## config.mk

```make
export PLATFORM = sky130hd
export DESIGN_NAME = ysyx_22040895_wb_arbiter_flat
export DESIGN_NICKNAME = d
export VERILOG_FILES = /design/src/rtl/ysyx_22040895_wb_arbiter_pkg.sv /design/src/rtl/ysyx_22040895_wb_arbiter_if.sv /design/src/rtl/ysyx_22040895_wb_scoreboard.sv /design/src/rtl/ysyx_22040895_wb_arbiter.sv /design/src/flat_wrapper.sv
export SDC_FILE = /design/constraint.sdc
export NUM_CORES = 1
export LEC_CHECK = 0
export ABC_AREA = 1
export CAP_MARGIN = 20
export CORE_ASPECT_RATIO = 1.4
export CORE_MARGIN = 2
export CORE_UTILIZATION = 43
export DETAILED_ROUTE_END_ITERATION = 8
export PLACE_DENSITY = 0.88
export SYNTH_ARGS = -nofsm -noshare
export SYNTH_HDL_FRONTEND = slang
export SYNTH_SLANG_ARGS = --single-unit
export TNS_END_PERCENT = 1
```

## constraint.sdc

```tcl
create_clock -name clk -period 2.9 [get_ports clk]
set_input_delay 0.435 -clock clk [delete_from_list [all_inputs] [get_ports clk]]
set_output_delay 0.435 -clock clk [all_outputs]
set_load 0.03 [all_outputs]
```

## src/rtl/ysyx_22040895_wb_arbiter_pkg.sv

```systemverilog
// Shared constants and types for the register-file writeback arbiter slice.
package ysyx_22040895_wb_arbiter_pkg;

  localparam int ADDR_W = 5;
  localparam int DATA_W = 64;
  localparam int NREG   = 32;

  localparam logic [ADDR_W-1:0] X0_ADDR = 5'd0;

  // Enable levels shared with the register file ports.
  localparam logic WEN_ON  = 1'b1;
  localparam logic WEN_OFF = 1'b0;

  typedef enum logic [1:0] {
    GNT_NONE = 2'd0,
    GNT_REQ0 = 2'd1,
    GNT_REQ1 = 2'd2
  } gnt_e;

  function automatic logic is_x0(input logic [ADDR_W-1:0] addr);
    return addr == X0_ADDR;
  endfunction

endpackage

```

## src/rtl/ysyx_22040895_wb_arbiter_if.sv

```systemverilog
// Issue, writeback-request, register-file and hazard-query signals of the arbiter.
interface ysyx_22040895_wb_arbiter_if;
  import ysyx_22040895_wb_arbiter_pkg::*;

  logic              issue_valid;
  logic [ADDR_W-1:0] issue_rd;
  logic              issue_ready;
  logic              req0_valid;
  logic [ADDR_W-1:0] req0_addr;
  logic [DATA_W-1:0] req0_data;
  logic              req0_ready;
  logic              req1_valid;
  logic [ADDR_W-1:0] req1_addr;
  logic [DATA_W-1:0] req1_data;
  logic              req1_ready;
  logic              we_o;
  logic [ADDR_W-1:0] waddr_o;
  logic [DATA_W-1:0] wdata_o;
  logic [ADDR_W-1:0] q1_addr;
  logic [ADDR_W-1:0] q2_addr;
  logic              q1_busy;
  logic              q2_busy;

  modport slave (
    input  issue_valid, issue_rd, req0_valid, req0_addr, req0_data,
           req1_valid, req1_addr, req1_data, q1_addr, q2_addr,
    output issue_ready, req0_ready, req1_ready, we_o, waddr_o, wdata_o,
           q1_busy, q2_busy
  );

  modport master (
    output issue_valid, issue_rd, req0_valid, req0_addr, req0_data,
           req1_valid, req1_addr, req1_data, q1_addr, q2_addr,
    input  issue_ready, req0_ready, req1_ready, we_o, waddr_o, wdata_o,
           q1_busy, q2_busy
  );

endinterface

```

## src/rtl/ysyx_22040895_wb_scoreboard.sv

```systemverilog
// Pending-write scoreboard: one bit per architectural register, set on issue,
// cleared when the register file commits the write.
module ysyx_22040895_wb_scoreboard
  import ysyx_22040895_wb_arbiter_pkg::*;
(
  input  logic              clk,
  input  logic              rst,
  input  logic              issue_valid,
  input  logic [ADDR_W-1:0] issue_rd,
  input  logic              we,
  input  logic [ADDR_W-1:0] waddr,
  input  logic [ADDR_W-1:0] q1_addr,
  input  logic [ADDR_W-1:0] q2_addr,
  output logic              issue_ready,
  output logic              q1_busy,
  output logic              q2_busy
);

  logic [NREG-1:0] pending_r;
  logic [NREG-1:0] set_s;
  logic [NREG-1:0] clr_s;

  // Combinational issue acceptance and hazard queries.
  always_comb begin
    issue_ready = !rst && (is_x0(issue_rd) || !pending_r[issue_rd]);
    q1_busy     = !rst && !is_x0(q1_addr) && pending_r[q1_addr];
    q2_busy     = !rst && !is_x0(q2_addr) && pending_r[q2_addr];
  end

  // One-hot set and clear vectors for this cycle.
  always_comb begin
    set_s = {NREG{1'b0}};
    clr_s = {NREG{1'b0}};
    if (issue_valid && issue_ready && !is_x0(issue_rd)) begin
      set_s[issue_rd] = 1'b1;
    end else begin
      set_s = {NREG{1'b0}};
    end
    if (we == WEN_ON) begin
      clr_s[waddr] = 1'b1;
    end else begin
      clr_s = {NREG{1'b0}};
    end
  end

  // Pending vector; a same-cycle set overrides the clear.
  always_ff @(posedge clk) begin
    if (rst) begin
      pending_r <= {NREG{1'b0}};
    end else begin
      pending_r <= (pending_r & ~clr_s) | set_s;
    end
  end

endmodule

```

## src/rtl/ysyx_22040895_wb_arbiter.sv

```systemverilog
// Round-robin arbiter between EXU and LSU writebacks, driving the register
// file write port from a registered stage and hosting the pending scoreboard.
module ysyx_22040895_wb_arbiter
  import ysyx_22040895_wb_arbiter_pkg::*;
(
  input  logic                          clk,
  input  logic                          rst,
  ysyx_22040895_wb_arbiter_if.slave     bus
);

  gnt_e              gnt_s;
  logic              prefer1_r;
  logic              we_r;
  logic [ADDR_W-1:0] waddr_r;
  logic [DATA_W-1:0] wdata_r;
  logic              issue_ready_s;
  logic              q1_busy_s;
  logic              q2_busy_s;

  // Grant selection; prefer1_r only matters when both requesters are valid.
  always_comb begin
    gnt_s = GNT_NONE;
    if (rst) begin
      gnt_s = GNT_NONE;
    end else begin
      case ({bus.req1_valid, bus.req0_valid})
        2'b01:   gnt_s = GNT_REQ0;
        2'b10:   gnt_s = GNT_REQ1;
        2'b11:   gnt_s = prefer1_r ? GNT_REQ1 : GNT_REQ0;
        default: gnt_s = GNT_NONE;
      endcase
    end
  end

  assign bus.req0_ready = (gnt_s == GNT_REQ0);
  assign bus.req1_ready = (gnt_s == GNT_REQ1);

  // Round-robin pointer, moved only by contested grants.
  always_ff @(posedge clk) begin
    if (rst) begin
      prefer1_r <= 1'b0;
    end else if (bus.req0_valid && bus.req1_valid) begin
      prefer1_r <= (gnt_s == GNT_REQ0);
    end else begin
      prefer1_r <= prefer1_r;
    end
  end

  // Register file write stage; x0 writes update address/data but not enable.
  always_ff @(posedge clk) begin
    if (rst) begin
      we_r    <= WEN_OFF;
      waddr_r <= {ADDR_W{1'b0}};
      wdata_r <= {DATA_W{1'b0}};
    end else begin
      case (gnt_s)
        GNT_REQ0: begin
          we_r    <= is_x0(bus.req0_addr) ? WEN_OFF : WEN_ON;
          waddr_r <= bus.req0_addr;
          wdata_r <= bus.req0_data;
        end
        GNT_REQ1: begin
          we_r    <= is_x0(bus.req1_addr) ? WEN_OFF : WEN_ON;
          waddr_r <= bus.req1_addr;
          wdata_r <= bus.req1_data;
        end
        default: begin
          we_r    <= WEN_OFF;
          waddr_r <= waddr_r;
          wdata_r <= wdata_r;
        end
      endcase
    end
  end

  assign bus.we_o    = we_r;
  assign bus.waddr_o = waddr_r;
  assign bus.wdata_o = wdata_r;

  ysyx_22040895_wb_scoreboard u_scoreboard (
    .clk         (clk),
    .rst         (rst),
    .issue_valid (bus.issue_valid),
    .issue_rd    (bus.issue_rd),
    .we          (we_r),
    .waddr       (waddr_r),
    .q1_addr     (bus.q1_addr),
    .q2_addr     (bus.q2_addr),
    .issue_ready (issue_ready_s),
    .q1_busy     (q1_busy_s),
    .q2_busy     (q2_busy_s)
  );

  assign bus.issue_ready = issue_ready_s;
  assign bus.q1_busy     = q1_busy_s;
  assign bus.q2_busy     = q2_busy_s;

endmodule

```

## src/flat_wrapper.sv

```systemverilog
// flat-port wrapper written by rule: the top's interface ports become plain ports
module ysyx_22040895_wb_arbiter_flat import ysyx_22040895_wb_arbiter_pkg::*;
  (clk, rst, bus_issue_valid, bus_issue_rd, bus_req0_valid, bus_req0_addr, bus_req0_data, bus_req1_valid, bus_req1_addr, bus_req1_data, bus_q1_addr, bus_q2_addr, bus_issue_ready, bus_req0_ready, bus_req1_ready, bus_we_o, bus_waddr_o, bus_wdata_o, bus_q1_busy, bus_q2_busy);
  ysyx_22040895_wb_arbiter_if bus_i ();
  input  logic clk;
  input  logic rst;
  input wire logic [$bits(bus_i.issue_valid)-1:0] bus_issue_valid;
  input wire logic [$bits(bus_i.issue_rd)-1:0] bus_issue_rd;
  input wire logic [$bits(bus_i.req0_valid)-1:0] bus_req0_valid;
  input wire logic [$bits(bus_i.req0_addr)-1:0] bus_req0_addr;
  input wire logic [$bits(bus_i.req0_data)-1:0] bus_req0_data;
  input wire logic [$bits(bus_i.req1_valid)-1:0] bus_req1_valid;
  input wire logic [$bits(bus_i.req1_addr)-1:0] bus_req1_addr;
  input wire logic [$bits(bus_i.req1_data)-1:0] bus_req1_data;
  input wire logic [$bits(bus_i.q1_addr)-1:0] bus_q1_addr;
  input wire logic [$bits(bus_i.q2_addr)-1:0] bus_q2_addr;
  output wire logic [$bits(bus_i.issue_ready)-1:0] bus_issue_ready;
  output wire logic [$bits(bus_i.req0_ready)-1:0] bus_req0_ready;
  output wire logic [$bits(bus_i.req1_ready)-1:0] bus_req1_ready;
  output wire logic [$bits(bus_i.we_o)-1:0] bus_we_o;
  output wire logic [$bits(bus_i.waddr_o)-1:0] bus_waddr_o;
  output wire logic [$bits(bus_i.wdata_o)-1:0] bus_wdata_o;
  output wire logic [$bits(bus_i.q1_busy)-1:0] bus_q1_busy;
  output wire logic [$bits(bus_i.q2_busy)-1:0] bus_q2_busy;
  assign bus_i.issue_valid = bus_issue_valid;
  assign bus_i.issue_rd = bus_issue_rd;
  assign bus_i.req0_valid = bus_req0_valid;
  assign bus_i.req0_addr = bus_req0_addr;
  assign bus_i.req0_data = bus_req0_data;
  assign bus_i.req1_valid = bus_req1_valid;
  assign bus_i.req1_addr = bus_req1_addr;
  assign bus_i.req1_data = bus_req1_data;
  assign bus_i.q1_addr = bus_q1_addr;
  assign bus_i.q2_addr = bus_q2_addr;
  assign bus_issue_ready = bus_i.issue_ready;
  assign bus_req0_ready = bus_i.req0_ready;
  assign bus_req1_ready = bus_i.req1_ready;
  assign bus_we_o = bus_i.we_o;
  assign bus_waddr_o = bus_i.waddr_o;
  assign bus_wdata_o = bus_i.wdata_o;
  assign bus_q1_busy = bus_i.q1_busy;
  assign bus_q2_busy = bus_i.q2_busy;
  ysyx_22040895_wb_arbiter u_core (.clk(clk), .rst(rst), .bus(bus_i));
endmodule
```

# After elaboration in Yosys (flattened, before gate mapping)
# Cells that the tools add are included.
# op_classes
n_lt_le_gt_ge	6
n_reduce_logical	22
n_mux	20
eq_ne	5
bitwise_logic	3
# ops
operator	n
$pmux W64 S2	1
$mux W32	2
$and A32 B32 Y32	1
$not A32 Y32	1
$or A32 B32 Y32	1
$logic_not A5 Y1	5
$lt A5 B6 Y1 const B	4
$bmux W1 S5	3
$demux W1 S5	2
$ge A5 B1 Y1 const B	2
$logic_and A1 B1 Y1	10
$pmux W5 S2	1
$mux W1	7
$eq A2 B2 Y1 const B	3
$pmux W2 S3	1
$logic_not A1 Y1	5
$eq A2 B1 Y1 const B	2
$mux W2	2
$pmux W1 S2	1
$reduce_bool A2 Y1	1
$logic_or A1 B1 Y1	1
# word_totals
ff_bits	103
inputBits	158
elab_cells	61
out_inout_bits	75

# Longest topological paths before layout
# Gate-level depths: netlist of run 1.
# depth
ltp_word	9
depth_mapped	14
depth_no_buf	12

# Cells and area by module
# A second synthesis of run 1 with hierarchy kept.
# unflattened
cells_unflattened	907
hier_area_um2	5849.4
# by_module_without_submodules
module	area_each_um2	seq_area_each_um2	cells_each	instances
ysyx_22040895_wb_arbiter	3344.5	1421.4	477	1
ysyx_22040895_wb_scoreboard	2504.9	640.6	430	1

# Worst setup path after synthesis of run 1
# No wires, ideal clock.
# synth_path
kind	input to register
start	input rst
end	register u_core.wdata_r[39] (netlist: u_core.bus.wdata_o[39])
required_ps	2769
setup_slack_ps	299
t_arrival_ps	2471
n_path_buf	4
stages	9
setup_time_ps	131
path_cell_list	clkbuf_1 inv_2 clkbuf_1 nand3_1 ha_1 buf_2 clkbuf_1 mux2i_1 o21ai_0
# synth_via
elab_chain_cells	3
word_cells_on_any_way	5
classes_between	2 x eq/ne; 2 x mux; 1 x reduce/logical
# synth_lines
element	line_no	text
start, declared	flat_wrapper.sv:6	input logic rst;
$mux W2 *	ysyx_22040895_wb_arbiter.sv:23	if (rst) begin
$eq A2 B2 Y1 *	-	
via bus_req1_ready	flat_wrapper.sv:19	output wire logic [$bits(bus_i.req1_ready)-1:0] bus_req1_ready;
$pmux W64 S2 / $reduce_bool A2 Y1 (equally long branches)	-	
end signal, assigned	ysyx_22040895_wb_arbiter.sv:54	wdata_r <= {DATA_W{1'b0}};
end signal, assigned	ysyx_22040895_wb_arbiter.sv:60	wdata_r <= bus.req0_data;
end signal, assigned	ysyx_22040895_wb_arbiter.sv:65	wdata_r <= bus.req1_data;
end, declared	ysyx_22040895_wb_arbiter.sv:15	logic [DATA_W-1:0] wdata_r;
# The timed path passes the listed nets; every way through them passes the cells marked *.
# A chain may end at the register's enable or synchronous reset.

# Worst setup path in the final report of run 1
# layout_path
start	input bus_issue_rd[3]
end	output bus_issue_ready
# layout_via
elab_chain_cells	5
word_cells_on_any_way	6
classes_between	2 x mux; 4 x reduce/logical
# layout_lines
element	line_no	text
start, declared	flat_wrapper.sv:8	input wire logic [$bits(bus_i.issue_rd)-1:0] bus_issue_rd;
$bmux W1 S5	ysyx_22040895_wb_scoreboard.sv:25	issue_ready = !rst && (is_x0(issue_rd) || !pending_r[issue_rd]);
$mux W1 (not written as such)	ysyx_22040895_wb_scoreboard.sv:25	
$logic_not A1 Y1	ysyx_22040895_wb_scoreboard.sv:25	
$logic_or A1 B1 Y1 *	ysyx_22040895_wb_scoreboard.sv:25	
$logic_and A1 B1 Y1 *	ysyx_22040895_wb_scoreboard.sv:25	
end, declared	flat_wrapper.sv:17	output wire logic [$bits(bus_i.issue_ready)-1:0] bus_issue_ready;
# Mark *: on every way between the ends. The rest lies on a longest branch, timed or not. The select of a mux whose other input is x is not followed.

==> qor.csv, run 1 <==
metric,value,unit
Crit path top cell by count,nand2_1,
largest net degree at the start of global routing,99,
Avg Vias per Cell,5.68,
utilization after layout,0.653,
vias in the first global route,6315,
num ports,233,
worst-path cell chain,clkdlybuf4s50_1 -> inv_1 -> nor3_1 -> nand2_1 -> nand2_1 -> nor2_1 -> nand2_1 -> a21oi_1 -> buf_4,
CTS H-tree depth,3,
number of distinct library cells after synthesis,23,
dpl cells,1106,
Worst-Margin Slew,0.914,ns
Placer Congestion,1.07,
TritonCTS Sinks,103,
clock skew,0.0114,ns
starting density of the core,0.435,
DR vias,6381,
Peak Freq,380,MHz
max-slew violations,0,
initial antenna violation count,1,
post-CTS setup buffer count,0,
Clock Latency Late Sink,0.35,ns
Pwr per Cell Area,445,nW/um2
GRT Resource Usage Total,0.316,
final WL,21700,um
share of cells above drive strength 1,0.0475,
WL per Instance,19.3,um
warnings from Yosys,0,
"Seq/Total Area, Yosys",0.374,
Clock Path Buffers,2,
DR iter-0 viols,392,
cts hold-fix bufs,0,
fin crit period,2.63,ns
"CTS clk-pin slew, worst paths",0.07,ns
# port buffers,232,
"Buf+Inv Stages, Crit Path",3,
syn_nets,914,
number of cells produced by synthesis,754,
max_cap viols,0,
Die H,138,um
Row Count,49,
"slowest stage delay, CP",0.58,ns
Peak VDD IR,0.297,mV
gr ovfl total,0,
dpl hpwl,16500,um
CTS Buf Count,9,
First-pass DRT Iterations,6,
post-CTS resize count,0,
Leak Pwr,3.03,nW
"Hold Vio Cnt, Final",0,
CTS root buffer,clkbuf_16,
Required @ worst endpoint,2.47,ns
mean area per synthesized cell,7.32,um2
Sum Neg Setup Slack,0,ns
CP max stage cell,clkdlybuf4s50_1,
Area growth syn-to-layout,50.2,%
Worst setup EP type,output port,
Hold WC Path Type,flop to flop,
number of nets in the layout,1124,
DIE AREA,13800,um2
ANT nets after route,0,
Rel. slew slack,0.390,
first-pass GRT wire length,33900,um
Seq cells post-synth,103,
final worst-path cycle share,0.907,
core area,12700,um2
Final setup viols,0,
worst path arrival time,2.20,ns
die width,99.7,um
CTS tree,done,
"commonest non-fill, non-tap cell in the layout",clkdlybuf4s50_1,
Worst Path Max Fanout,5,
Finished Layout Cells,1123,
DRC,0,
Worst setup SP type,primary input,
most frequent cells in the layout,"clkdlybuf4s50_1 (226), o21ai_0 (123), nand2_1 (113)",
unrepaired setup endpoints after global routing,false,
status,"finished, final reports clean",
Mapped Area,5520,um2
dominant delay contributor by cell family on the critical path,buffers and inverters,
WS Path Type,primary input to output port,
-- state kept, by name, indices dropped and copies added, names as in the netlist --
register                       count
u_core.bus.wdata_o                64
u_core.prefer1_r                   1
u_core.u_scoreboard.pending_r     32
u_core.bus.we_o                    1
u_core.bus.waddr_o                 5
-- worst register-to-register path, delay by kind of cell, from the launching register on --
| kind | cells | cell delay (ns) |
|---|---|---|
| multiplexers | 1 | 0.28 |
| buffers and inverters | 1 | 0.31 |
| adder cells (fa/ha/maj) | 1 | 0.39 |
| AND/OR/NAND/NOR | 1 | 0.20 |
| AO/OA/AOI/OAI | 2 | 0.20 |
| flip-flops | 1 | 0.35 |
-- where the power goes --
group / total, W / switching (W) / leakage, nW / internal (W)
clock: 0.00116 / 0.000563 / 0.142 / 0.000594
combinational: 0.000974 / 0.000522 / 2.05 / 0.000452
sequential: 0.00155 / 0.0000561 / 0.841 / 0.00150
total: 0.00368 / 0.00114 / 3.03 / 0.00254
-- stage by stage --
step | hold WS (ns) | power, W | cell area (um2) | setup WS (ns)
5_1_grt | 0.490 | 0.00382 | 8280 | 0.107
3_3_place_gp | 0.461 | 0.00253 | 8000 | 0.248
3_5_place_dp | 0.466 | 0.00255 | 8000 | 0.196
6_report | 0.479 | 0.00368 | 8280 | 0.269
2_1_floorplan | 0.449 | 0.00203 | 5520 | 0.299
4_1_cts | 0.477 | 0.00369 | 8280 | 0.186
-- Yosys cell counts --
library cell  count  area [um2]
clkbuf_1         37         139
or2_2             3        18.8
buf_1             6        22.5
buf_6             4        45.0
nand4_1          33         206
clkinv_1          1        3.75
buf_2             4        20.0
or4_1             1        7.51
ha_1              2        25.0
a21oi_1          46         230
nor3_1            9        45.0
nand3_1          86         430
inv_2             2        7.51
o211ai_1          8        60.1
nand2_2           1        6.26
o41ai_1           1        8.76
nand2_1         113         424
dfxtp_1         103        2060
o21ai_0         123         616
inv_1            35         131
mux2i_1          75         751
nor2_1           50         188
o22ai_1          11        68.8
-- final timing paths --
path                                       start                endpoint  slack, ns  cells after the start
worst min-delay path            u_core.prefer1_r        u_core.prefer1_r       0.48                      2
worst max register to register  u_core.prefer1_r  u_core.bus.wdata_o[37]       1.05                      6
worst max-delay path             bus_issue_rd[3]         bus_issue_ready       0.27                      9
worst min register to register  u_core.prefer1_r        u_core.prefer1_r       0.48                      2
-- layer usage --
metal / track usage / vias up / share of wire
met5: 0 / - / 0
met3: 0.0561 / 75 / 0.091
li1: - / 3068 / -
met4: 0.211 / 0 / 0.076
met2: 0.544 / 376 / 0.50
met1: 0.350 / 2862 / 0.34
-- layout make-up --
class | count | area [um2]
Clock buffer | 9 | 225
Fill cell | 1052 | 4410
Inverter | 38 | 143
Timing Repair Buffer | 250 | 2510
Sequential cell | 103 | 2060
Tap cell | 153 | 191
Clock inverter | 7 | 52.6
Multi-Input combinational cell | 562 | 3100
Antenna cell | 1 | 2.50
-- kinds of logic (layout without fill, tap and decap cells) --
kind of cell / Yosys count / in the layout / synth area share
compound gates: 189 / 189 / 0.178
fa+ha+maj: 2 / 2 / 0.00454
simple gates: 296 / 296 / 0.240
other cells: 0 / 1 / 0
buf+inv: 89 / 304 / 0.0669
flops: 103 / 103 / 0.374
mux: 75 / 75 / 0.136
Power figures use the tool's default switching activity.
==> run 2: changes to the inputs <==
Settings changed: ABC_AREA 1 to unset, CORE_UTILIZATION 43 to 47, PLACE_DENSITY 0.88 to 0.94, SLEW_MARGIN set to 20.
Clock period 2.9 ns to 3.1 ns, I/O delays scaled along.
==> qor.csv, run 2 <==
metric,value,unit
async set or reset register ratio after synthesis,0,
Area growth syn-to-layout,49.3,%
worst path arrival time,2.53,ns
DR iter-0 viols,328,
Hold Startpoint,rst,
Hold WC Path Type,primary input to flop,
clock skew,0.0107,ns
Pwr per Cell Area,400,nW/um2
post-CTS setup buffer count,0,
CTS tree,done,
DR vias,5978,
"Hold Vio Cnt, Final",0,
mean area per synthesized cell,8.27,um2
number of nets in the layout,1060,
# port buffers,232,
Placer Congestion,1.02,
syn_nets,846,
fill count,858,
largest net degree at the start of global routing,140,
share of cells above drive strength 1,0.0762,
DRC,0,
Post-synth top cells,"nor2_1 (147), dfxtp_1 (103), mux2i_1 (85)",
core area,11800,um2
n_diodes,0,
number of cells produced by synthesis,686,
Synth area leader,dfxtp_1,
initial antenna violation count,0,
gr ovfl total,0,
starting density of the core,0.480,
GRT Resource Usage Total,0.296,
Worst-Margin Slew,0.708,ns
Worst setup SP type,primary input,
Worst setup EP type,output port,
"CTS clk-pin slew, worst paths",0.06,ns
total power,0.00339,W
Seq pwr share,0.425,
CTS Buf Count,9,
fin crit period,2.99,ns
First-pass DRT Iterations,7,
die width,96.9,um
WL per Instance,18.6,um
worst reg2reg startpoint,u_core.prefer1_r,
Post-synth EDFFs,0,
dpl hpwl,15100,um
final worst-path cycle share,0.965,
ANT nets after route,0,
Largest register FFs,64,
Row Count,47,
Internal,0.00240,W
dpl cells,1036,
Seq cells post-synth,103,
number of distinct library cells after synthesis,43,
Finished Layout Cells,1052,
num ports,233,
Switch Pwr,0.000989,W
"commonest non-fill, non-tap cell in the layout",clkdlybuf4s50_1,
logic gate share of total power,0.256,
Crit. Startpoint,bus_q1_addr[0],
most frequent cell after synthesis,nor2_1,
Die H,134,um
unrepaired setup endpoints after global routing,false,
max_cap viols,0,
Place WS,-0.180,ns
first-pass GRT wire length,30500,um
Synth top area share,0.363,
max-slew violations,0,
Clock Path Buffers,2,
Avg Vias per Cell,5.68,
Peak Freq,334,MHz
Leak Pwr,3.03,nW
Main synth FF type,dfxtp_1,
Synth area leaders,"dfxtp_1 (36%), mux2i_1 (15%), nor2_1 (9.7%)",
TritonCTS Sinks,103,
warnings from Yosys,0,
Worst Path Max Fanout,5,
Required @ worst endpoint,2.63,ns
Final setup viols,0,
status,"finished, final reports clean",
Clk pwr share,0.319,
"Seq/Total Area, Yosys",0.363,
final hold slack,0.360,ns
Peak VDD IR,0.253,mV
most frequent cells in the layout,"clkdlybuf4s50_1 (227), nor2_1 (147), dfxtp_1 (103)",
CTS root buffer,clkbuf_16,
Final Worst Setup Slack,0.110,ns
WS Path Type,primary input to output port,
Mapped Area,5670,um2
vias in the first global route,6087,
DIE AREA,13000,um2
CTS H-tree depth,3,
Clock Latency Late Sink,0.34,ns
Rel. slew slack,0.527,
switch share,0.292,
final WL,19500,um
run 2: changes by cell type in the layout (fill, tap and decap cells not counted), moves of 17 or more:
cell and change:
nand3_1 -80, nor2b_1 +21, o21ai_0 -84, nor2_1 +97, a21oi_1 +27, nand3b_1 +23, nand2_1 -66, inv_1 -30
nand4_1 -31, mux4_2 +17
run 2: final timing paths:
kind                            end  slack [ns]  cells after the start
max                     bus_q1_busy        0.11                      7
min                u_core.prefer1_r        0.36                      2
max reg2reg  u_core.bus.wdata_o[48]        1.18                      9
min reg2reg        u_core.prefer1_r        0.47                      2
run 2: kinds of logic after synthesis:
logic type,after synthesis,share of synthesized area
AO/OA/AOI/OAI,133,0.130
AND/OR/NAND/NOR,287,0.237
multiplexers,104,0.221
adder cells (fa/ha/maj),2,0.00441
buffers and inverters,57,0.0437
flip-flops,103,0.363
run 2: per-stage QoR:
stage | instance area [um2] | TNS (ns) | utilization
detailed placement | 8190 | -0.332 | 0.693
CTS | 8470 | 0 | 0.717
floorplan | 5670 | 0 | -
global route | 8470 | 0 | 0.717
finish | 8470 | 0 | 0.717
global placement | 8190 | -0.278 | 0.693
run 2: power groups by stage:
stage                     Clock [W]  Combinational [W]  Sequential, W
after floorplan                   0           0.000318        0.00158
after global placement            0           0.000843        0.00146
after detailed placement          0           0.000861        0.00147
after CTS                   0.00109           0.000866        0.00144
after global routing        0.00115           0.000924        0.00145
final                       0.00108           0.000867        0.00144
run 2: layout make-up:
type | instances | area (um2) | share of cell area
Tap cell | 147 | 184 | 0.0217
Clock inverter | 5 | 41.3 | 0.00488
Timing Repair Buffer | 255 | 2540 | 0.300
Sequential cell | 103 | 2060 | 0.243
Inverter | 5 | 18.8 | 0.00222
Clock buffer | 11 | 243 | 0.0287
Multi-Input combinational cell | 526 | 3380 | 0.399
run 2: what timing repair did:
action / in CTS / in global routing
endpoints found under the setup margin: 2 / 2
pin swaps: 0 / 0
hold buffers: 0 / 0
resized for setup: 2 / 3
run 2: worst max-delay path, cell delays in order:
cell and delay, ns:
clkdlybuf4s50_1 0.46, buf_4 0.15, mux4_2 0.51, mux4_2 0.46
nand2_1 0.08, a21oi_1 0.06, clkdlybuf4s15_1 0.36
run 2: per-layer routing:
metal  vias up  wire, um  global-route usage
met3        91      1480              0.0698
met2       333     10300               0.549
met5         -         0                   0
met1      2734      6530               0.295
met4         0      1270               0.184
li1       2820         -                   -
==> run 3: changes to the inputs <==
Settings changed: GPL_ROUTABILITY_DRIVEN set to 0.
==> qor.csv, run 3 (same netlist as run 2, synthesis figures left out) <==
metric,value,unit
FF-to-FF End,u_core.bus.wdata_o[56],
Worst Path Max Fanout,10,
"Buf+Inv Stages, Crit Path",3,
CTS root buffer,clkbuf_16,
# port buffers,232,
TritonCTS Sinks,103,
Worst-Margin Slew,0.601,ns
Clock Latency Late Sink,0.34,ns
starting density of the core,0.480,
final hold slack,0.466,ns
Crit. Startpoint,bus_issue_rd[0],
first-pass GRT wire length,29500,um
"commonest non-fill, non-tap cell in the layout",clkdlybuf4s50_1,
GRT Resource Usage Total,0.283,
Final setup viols,0,
WS Path Type,primary input to output port,
multi-input logic area,3380,um2
"CTS clk-pin slew, worst paths",0.07,ns
Hold WC Path Type,flop to flop,
DIE AREA,13000,um2
reg2reg path depth,9,
num ports,233,
Largest register FFs,64,
R2R Setup Slk,1.18,ns
clock skew,0.00938,ns
fill count,869,
CTS H-tree depth,3,
Crit path top cell by count,buf_4,
initial antenna violation count,0,
gr ovfl total,0,
unrepaired setup endpoints after global routing,false,
Row Count,47,
total power,0.00335,W
CTS Buf Count,9,
max_cap viols,0,
Pwr per Cell Area,399,nW/um2
"Hold Vio Cnt, Final",0,
Avg Vias per Cell,5.59,
register area,2060,um2
fin crit period,2.96,ns
Worst setup EP type,output port,
First-pass DRT Iterations,5,
vias in the first global route,5856,
WL per Instance,17.8,um
Worst setup SP type,primary input,
final WL,18600,um
CTS tree,done,
hold depth,2,
dpl hpwl,14400,um
status,"finished, final reports clean",
largest net degree at the start of global routing,140,
max-slew violations,0,
Peak VDD IR,0.265,mV
dominant delay contributor by cell family on the critical path,buffers and inverters,
core area,11800,um2
worst reg2reg startpoint,u_core.prefer1_r,
Rel. slew slack,0.598,
Peak Freq,338,MHz
number of nets in the layout,1057,
DR vias,5866,
n_diodes,0,
Area growth syn-to-layout,48.2,%
cts hold-fix bufs,0,
Required @ worst endpoint,2.63,ns
worst path arrival time,2.49,ns
DRC,0,
worst-path cell chain,clkdlybuf4s50_1 -> buf_4 -> mux2i_1 -> nor4_1 -> nor3_1 -> nand4_1 -> o31ai_1 -> buf_4,
Die H,134,um
capture point of the critical path,bus_issue_ready,
critical path depth,8,
Clock Path Buffers,2,
CP max stage cell,clkdlybuf4s50_1,
most frequent cells in the layout,"clkdlybuf4s50_1 (227), nor2_1 (147), dfxtp_1 (103)",
DR iter-0 viols,269,
Leak Pwr,3.00,nW
ANT nets after route,0,
die width,96.9,um
share of cells above drive strength 1,0.0732,
final worst-path cycle share,0.953,
"slowest stage delay, CP",0.64,ns
## run 3: what timing repair did
| item | 4_1_cts | 5_1_grt |
|---|---|---|
| buffers inserted | 0 | 0 |
| setup endpoints to repair | 2 | 2 |
| resized for setup | 2 | 4 |
## run 3: worst min path at each step
stage	from	slack, ns	to
after floorplan	u_core.u_scoreboard.pending_r[0]	0.43	u_core.u_scoreboard.pending_r[0]
after global placement	u_core.u_scoreboard.pending_r[0]	0.45	u_core.u_scoreboard.pending_r[0]
after detailed placement	u_core.u_scoreboard.pending_r[0]	0.45	u_core.u_scoreboard.pending_r[0]
after CTS	u_core.u_scoreboard.pending_r[0]	0.46	u_core.u_scoreboard.pending_r[0]
after global routing	u_core.prefer1_r	0.49	u_core.prefer1_r
final	u_core.u_scoreboard.pending_r[0]	0.47	u_core.u_scoreboard.pending_r[0]
## run 3: stage by stage
step	util	std cells	setup slack [ns]	setup TNS, ns	instance area (um2)
after detailed placement	0.689	1033	-0.180	-0.338	8140
after global routing	0.711	1049	0.0585	0	8410
after CTS	0.712	1049	0.0530	0	8420
final	0.711	1049	0.145	0	8410
after floorplan	-	686	0.490	0	5670
after global placement	0.689	1033	-0.160	-0.276	8140
## run 3: power breakdown
| group | switching (W) | internal (W) | total (W) |
|---|---|---|---|
| sequential | 0.0000482 | 0.00139 | 0.00144 |
| combinational | 0.000427 | 0.000428 | 0.000855 |
| clock | 0.000507 | 0.000554 | 0.00106 |
| total | 0.000982 | 0.00237 | 0.00335 |
## run 3: final cells by class
type                            count  area share
Clock buffer                       11      0.0277
Inverter                            5     0.00223
Timing Repair Buffer              252       0.296
Multi-Input combinational cell    526       0.401
Clock inverter                      5     0.00521
Tap cell                          147      0.0219
Sequential cell                   103       0.245
## run 3: worst register-to-register path, stage by stage, from the launching register on
cell and delay, ns:
dfxtp_1 0.34, nand2b_1 0.11, nand3b_1 0.10, inv_1 0.10, ha_4 0.30, buf_4 0.33, mux2i_1 0.23, nor2_1 0.06
a21oi_1 0.17, nor2_1 0.06
## run 3: layer usage
metal	vias to the layer above	global-route usage	wire, um
li1	2812	-	-
met2	326	0.513	9560
met3	86	0.0646	1470
met5	-	0	0
met4	0	0.175	1120
met1	2642	0.294	6470
